## src/rtl/irq_capture_arbiter.sv

```systemverilog
// -----------------------------------------------------------------------------
// irq_capture_arbiter
//
// Interrupt capture front end for an external 8-to-3 priority encoder.
// Eight asynchronous request lines are synchronised and either edge-captured
// into a sticky pending register (EDGE_MODE=1) or mirrored as levels
// (EDGE_MODE=0). Unmasked pending bits are offered to the encoder. The code
// the encoder returns is sampled once and handed to the consumer on a
// valid/ack handshake.
//
// Parameters
//   SYNC_STAGES  synchroniser depth per source (2..4)
//   EDGE_MODE    1 = sticky rising-edge capture, 0 = level mode
//
// Optional feature
//   IRQ_OVERFLOW_EN  when defined, adds overflow_o[7:0]. A bit is set when a
//                    new edge arrives on a source whose pending bit is
//                    already set. It clears with the pending bit on ack.
//
// Ports
//   clk          system clock, rising edge
//   rst_n        asynchronous active-low reset
//   irq_in_i     raw asynchronous requests, bit 7 = highest priority
//   mask_i       1 = source masked (still latched, not offered)
//   enc_en_o     encoder enable, high for the single arbitration cycle
//   enc_req_o    request vector to the encoder (pending & ~mask)
//   enc_code_i   encoded index from the encoder, valid only while enc_en_o=1
//   irq_valid_o  interrupt id available to the consumer
//   irq_id_o     index of the interrupt being presented
//   irq_ack_i    consumer accepts irq_id_o, ignored while irq_valid_o=0
//   pending_o    raw pending register (status/debug)
//   overflow_o   repeated-edge flags (only with IRQ_OVERFLOW_EN)
// -----------------------------------------------------------------------------
// State  | Meaning
// IDLE   | nothing offered; waits for any unmasked pending bit
// ARB    | encoder enabled for one cycle; its code is sampled at the close
// VALID  | id held stable for the consumer until irq_ack_i
// -----------------------------------------------------------------------------
module irq_capture_arbiter #(
    parameter int SYNC_STAGES = 2,
    parameter int EDGE_MODE   = 1
) (
    input  logic       clk,
    input  logic       rst_n,
    input  logic [7:0] irq_in_i,
    input  logic [7:0] mask_i,
    output logic       enc_en_o,
    output logic [7:0] enc_req_o,
    input  logic [2:0] enc_code_i,
    output logic       irq_valid_o,
    output logic [2:0] irq_id_o,
    input  logic       irq_ack_i,
    output logic [7:0] pending_o
`ifdef IRQ_OVERFLOW_EN
    ,
    output logic [7:0] overflow_o
`endif
);

    typedef enum logic [1:0] {
        IDLE  = 2'd0,
        ARB   = 2'd1,
        VALID = 2'd2
    } state_t;

    // -------------------------------------------------------------------------
    // Input synchroniser plus one extra delay flop for edge detection
    // -------------------------------------------------------------------------
    logic [SYNC_STAGES-1:0][7:0] sync_q;
    logic [7:0]                  dly_q;
    logic [7:0]                  sync_last;
    logic [7:0]                  edge_det;

    always_ff @(posedge clk or negedge rst_n) begin
        if (!rst_n) begin
            sync_q <= '0;
            dly_q  <= '0;
        end else begin
            sync_q[0] <= irq_in_i;
            for (int i = 1; i < SYNC_STAGES; i++) begin
                sync_q[i] <= sync_q[i-1];
            end
            dly_q <= sync_q[SYNC_STAGES-1];
        end
    end

    assign sync_last = sync_q[SYNC_STAGES-1];
    assign edge_det  = sync_last & ~dly_q;

    // -------------------------------------------------------------------------
    // Pending register
    // -------------------------------------------------------------------------
    state_t     state_q;
    logic       enc_en_q;
    logic       irq_valid_q;
    logic [2:0] irq_id_q;
    logic [7:0] pending_q;
    logic [7:0] pending_d;
    logic [7:0] enc_req;
    logic       ack_take;
    logic [7:0] clr_vec;

    assign enc_req  = pending_q & ~mask_i;
    assign ack_take = (state_q == VALID) && irq_ack_i;

    always_comb begin
        clr_vec = '0;
        if (ack_take && (EDGE_MODE != 0)) begin
            clr_vec = 8'h01 << irq_id_q;
        end
    end

    // The OR of the new edges after the clear lets a fresh edge win over
    // an ack of the same source, so no event is lost.
    always_comb begin
        if (EDGE_MODE != 0) begin
            pending_d = (pending_q & ~clr_vec) | edge_det;
        end else begin
            pending_d = sync_last;
        end
    end

    always_ff @(posedge clk or negedge rst_n) begin
        if (!rst_n) begin
            pending_q <= '0;
        end else begin
            pending_q <= pending_d;
        end
    end

`ifdef IRQ_OVERFLOW_EN
    logic [7:0] overflow_q;
    logic [7:0] overflow_d;

    always_comb begin
        if (EDGE_MODE != 0) begin
            overflow_d = (overflow_q & ~clr_vec) | (edge_det & pending_q);
        end else begin
            overflow_d = '0;
        end
    end

    always_ff @(posedge clk or negedge rst_n) begin
        if (!rst_n) begin
            overflow_q <= '0;
        end else begin
            overflow_q <= overflow_d;
        end
    end

    assign overflow_o = overflow_q;
`endif

    // -------------------------------------------------------------------------
    // Handshake FSM. enc_code_i is only looked at in ARB; elsewhere the
    // encoder output is undefined.
    // -------------------------------------------------------------------------
    always_ff @(posedge clk or negedge rst_n) begin
        if (!rst_n) begin
            state_q     <= IDLE;
            enc_en_q    <= 1'b0;
            irq_valid_q <= 1'b0;
            irq_id_q    <= '0;
        end else begin
            case (state_q)
                IDLE: begin
                    if (|enc_req) begin
                        state_q  <= ARB;
                        enc_en_q <= 1'b1;
                    end
                end
                ARB: begin
                    enc_en_q <= 1'b0;
                    // A mask change during ARB can leave nothing to present.
                    if (|enc_req) begin
                        irq_id_q    <= enc_code_i;
                        irq_valid_q <= 1'b1;
                        state_q     <= VALID;
                    end else begin
                        state_q <= IDLE;
                    end
                end
                VALID: begin
                    if (irq_ack_i) begin
                        irq_valid_q <= 1'b0;
                        state_q     <= IDLE;
                    end
                end
                default: begin
                    state_q     <= IDLE;
                    enc_en_q    <= 1'b0;
                    irq_valid_q <= 1'b0;
                end
            endcase
        end
    end

    assign enc_en_o    = enc_en_q;
    assign enc_req_o   = enc_req;
    assign irq_valid_o = irq_valid_q;
    assign irq_id_o    = irq_id_q;
    assign pending_o   = pending_q;

endmodule

```

## config.mk

```make
export PLATFORM = sky130hd
export DESIGN_NAME = irq_capture_arbiter
export DESIGN_NICKNAME = d
export VERILOG_FILES = /design/src/rtl/irq_capture_arbiter.sv
export SDC_FILE = /design/constraint.sdc
export NUM_CORES = 1
export LEC_CHECK = 0
export ABC_CLOCK_PERIOD_IN_PS = 1600
export CORE_AREA = 10 10 76 72
export CTS_BUF_LIST = sky130_fd_sc_hd__clkbuf_2 sky130_fd_sc_hd__clkbuf_4 sky130_fd_sc_hd__clkbuf_8
export DETAILED_ROUTE_END_ITERATION = 12
export DIE_AREA = 0 0 86 82
export PLACE_DENSITY_LB_ADDON = 0.12
export SLEW_MARGIN = 20
export SYNTH_ARGS = -nofsm -noshare
export SYNTH_HDL_FRONTEND = slang
export SYNTH_SLANG_ARGS = --single-unit
```

## constraint.sdc

```tcl
create_clock -name clk -period 1.6 [get_ports clk]
set_input_delay 0.48 -clock clk [delete_from_list [all_inputs] [get_ports clk]]
set_output_delay 0.48 -clock clk [all_outputs]
set_load 0.01 [all_outputs]
```

Word level (Yosys, flattened, before mapping)
Cells that the tools add are included.
- register bits: 39
- input port bits: 22
- word-level logic and storage cells: 39
- equality and inequality tests: 5
- shift-type cells: 1
- mux-type cells: 9
- bitwise logic cells: 9
- reductions and logical operators: 7
- operator list (kind ; number):
    $and A8 B8 Y8 ; 3
    $not A8 Y8 ; 3
    $mux W8 ; 1
    $or A8 B8 Y8 ; 1
    $reduce_or A8 Y1 ; 1
    $shl A1 B3 Y8 const A ; 1
    $mux W2 ; 3
    $ne A2 B2 Y1 const B ; 3
    $pmux W2 S3 ; 1
    $reduce_and A2 Y1 ; 3
    $pmux W1 S3 ; 1
    $reduce_and A3 Y1 ; 1
    $eq A2 B1 Y1 const B ; 1
    $eq A2 B2 Y1 const B ; 1
    $logic_not A2 Y1 ; 1
    $mux W1 ; 2
    $not A1 Y1 ; 2
    $pmux W1 S2 ; 1
    $logic_and A1 B1 Y1 ; 1

Depth between registers and ports, before layout
- word-level depth: 6
- depth in mapped cells: 4

Worst setup path after synthesis
Ideal clock, no wire load.
- path kind: reg2reg
- start point: register pending_q[2] (netlist: pending_o[2])
- end point: register irq_id_q[0] (netlist: irq_id_o[0])
- data arrival time: 1.641 ns
- data required time: 1.475 ns
- setup slack: -0.166 ns
- stages on the path, launching flop included: 5
- buffers on the path: 0
- clock period less this slack: 1.766 ns
- cells stage by stage: dfrtp_1 nor2b_1 or4_4 o21ai_4 mux2_4
- word-level cells in the longest chain between the ends: 3
- ends and longest elaborated chain (element ; RTL line ; text):
    start, declared ; 97 ; logic [7:0] pending_q;
    start signal, assigned ; 127 ; pending_q <= pending_d;
    $and A8 B8 Y8 ; 103 ; assign enc_req = pending_q & ~mask_i;
    named net enc_req_o[2] ; 48 ; output logic [7:0] enc_req_o,
    $reduce_or A8 Y1 ; 175 ; if (|enc_req) begin
    $reduce_and A2 Y1 (no source line) ; -- ;
    end signal, assigned ; 176 ; irq_id_q <= enc_code_i;
    end, declared ; 96 ; logic [2:0] irq_id_q;
The timed path passes the listed nets, and every way through them passes these cells.
A chain may end at the register's enable or synchronous reset.

Worst setup path after layout
- start point: register pending_q[3] (netlist: pending_o[3])
- end point: register irq_id_q[1] (netlist: irq_id_o[1])
- word-level cells in the longest chain between the ends: 3
- ends and longest elaborated chain (element ; RTL line):
    $and A8 B8 Y8 ; 103
    $reduce_or A8 Y1 ; 175
    $reduce_and A2 Y1 (no source line) ; --
Every way passes these cells.

==> out/metrics.cfg <==
[status]
outcome = finished with violations
violations = setup timing

[timing]
whs_ps = 139
max_freq_ghz = 0.572
layout_min_cycle_time_ps = 1750
skew_ps = 9.76
setup_viol = 5
relSlewSlack_pct = 85.3
min_period_over_period_pct = 109
setup_ws_ps = -150
finalHoldViolCount = 0
totalNegativeSetupSlack_ps = -646
final_max_slew_viol_count = 0
tightestPinTransition_ps = 219
rsz0062_at_grt = true

[route]
vias = 880
drtAntennaViolNets = 0
drc = 0
via_per_inst = 4.27
totalWireLength_um = 2910
drt_iter0_drc = 18
wl_per_cell_um = 14.1
drt_pass1_iterations = 3

[die]
fp.dieArea_um2 = 7050
rows = 22
start_util_pct = 33.6
die_w_um = 86
core_um2 = 3940
io_pins = 43
die_y_um = 82

[logic_synthesis]
mappedNetlistNets = 114
synth.distinct_cells = 16
syn_area_per_cell_um2 = 14.4
ys_seq_area_share_pct = 73.7
netlist_top_cells_count = dfrtp_1 (39), o21ai_0 (16), inv_1 (9)
synth.most_common_cell = dfrtp_1
yosysTopAreaCellShare_pct = 73.7
ys_top_cells_by_area = dfrtp_1 (74%), o21ai_0 (6.0%), mux2_4 (3.4%)
synthCells = 92
synth-main-ff-cell = dfrtp_1
yosysTopAreaCell = dfrtp_1
synth_edf_count = 0
synthArstFlopShare_pct = 100
syn_area_um2 = 1320
yosys_warnings = 0
synth-seq-cells = 39

[global_routing]
antenna_found_initial = 0
grt_pass1_vias = 959
grt_max_degree = 40
grt_pass1_wl_um = 4890
track_usage_pct = 8.87
grt_overflow = 0

[clocking]
cts_hold_buf = 0
h-tree-depth = 2
cts-root-buf = clkbuf_8
cts_tree = built
clk_pin_slew_ps = 80
clkSinkCount = 39
cts-buffers-inserted = 5
clockBufferDepth = 2
clk_latency_ps = 290

[place]
gp_congestion = 0.727
dp_slack_ps = -687
dp_hpwl_um = 2160
place_inst = 194
io_buffers = 42
dpl-instance-area_um2 = 1920

[cells_and_area]
fin_area_um2 = 2020
stdcell_count = 206
drive_gt1_share_pct = 31.0
antenna_cells = 0
final_util_pct = 51.3
nets = 179
area_growth_pct = 52.5

[worst_setup_path]
critPathLaunchType = register
r2r_cells = 4
worst_ep_arrival_time_ps = 1920
cp.depth = 4
r2r-start = pending_o[3]
crit_family = simple AND/OR/NAND/NOR gates
crit_slowest_cell = or4_4
worst-path-max-fanout = 4
critical-path-max-stage-delay_ps = 550
required_ps = 1770
path_cells = nor2b_4, or4_4, o21ai_4, mux2_4
worstSetupPathType = register to register
rr_endpoint = irq_id_o[1]
reg2reg_slack_ps = -150
crit_buf_inv = 0
end_kind = register

[worst_hold_path]
hp-class = input port to async pin

[power]
cellPowerDensity_nw_per_um2 = 1430
ir_drop_mv = 0.595
totalPowerFinal_mw = 2.88
power.leakage_nw = 0.948

[job]
maxCapViolCount = 0

-- final cells by class --
cell class | instances | area (µm²)
Sequential cell | 39 | 976
Inverter | 9 | 33.8
Tap cell | 48 | 60.1
Timing Repair Buffer | 58 | 500
Fill cell | 357 | 1920
Multi-Input combinational cell | 44 | 349
Clock buffer | 6 | 82.6
Clock inverter | 2 | 16.3
-- repair_timing --
item                                    CTS  global route
gates resized for setup                  50            13
pin swaps                                 3             2
setup buffers                             2             2
hold endpoints to repair                  0             0
endpoints found under the setup margin   31            17
-- flip-flops by register name (all words and copies together), names as in the netlist --
register and count:
sync_last 8, irq_id_o 3, pending_o 8, enc_en_o 1, state_q 2, dly_q 8
sync_q 8, irq_valid_o 1
-- how the worst max path moves through the flow --
stage	start	end	slack [ps]
after floorplan	pending_o[2]	irq_id_o[0]	-150
after detailed placement	mask_i[3]	irq_id_o[2]	-690
after global routing	pending_o[3]	irq_id_o[0]	-190
after CTS	pending_o[0]	irq_id_o[1]	-140
after global placement	mask_i[2]	irq_id_o[1]	-660
final	pending_o[3]	irq_id_o[1]	-150
-- power by group --
group / switching, mW / total (mW) / internal (mW)
Combinational: 0.417 / 0.949 / 0.532
Sequential: 0.0942 / 1.24 / 1.15
Clock: 0.344 / 0.696 / 0.351
-- layout by cell type, fill, tap and decap left out --
cell and n:
a21oi_1 1, buf_12 1, buf_2 2, buf_4 14, buf_6 1, clkbuf_2 6
clkbuf_8 6, clkdlybuf4s15_1 6, clkdlybuf4s15_2 2, clkdlybuf4s50_1 11, clkinv_4 1, clkinvlp_4 1
dfrtp_1 39, dlygate4sd2_1 15, inv_1 9, mux2_4 3, nand2_1 3, nand2b_1 3
nand4b_1 1, nor2_1 1, nor2b_1 3, nor2b_2 1, nor2b_4 5, o21ai_0 15
o21ai_2 1, o21ai_4 1, o21bai_2 1, o31ai_1 2, or3b_4 1, or4_4 2
-- cell families after synthesis --
| kind of cell | after synthesis | synth area share (%) |
|---|---|---|
| simple gates | 20 | 11.0 |
| flops | 39 | 73.7 |
| mux | 3 | 3.40 |
| buf+inv | 9 | 2.55 |
| compound gates | 21 | 9.36 |
-- routing by layer --
layer / wire [µm] / track usage, % / vias to the layer above
met3: 151 / 3.56 / 6
met1: 1250 / 10.3 / 415
met2: 1470 / 14.4 / 25
met5: 0 / 0 / -
li1: - / - / 434
met4: 39 / 3.45 / 0
Power figures use the tool's default switching activity.
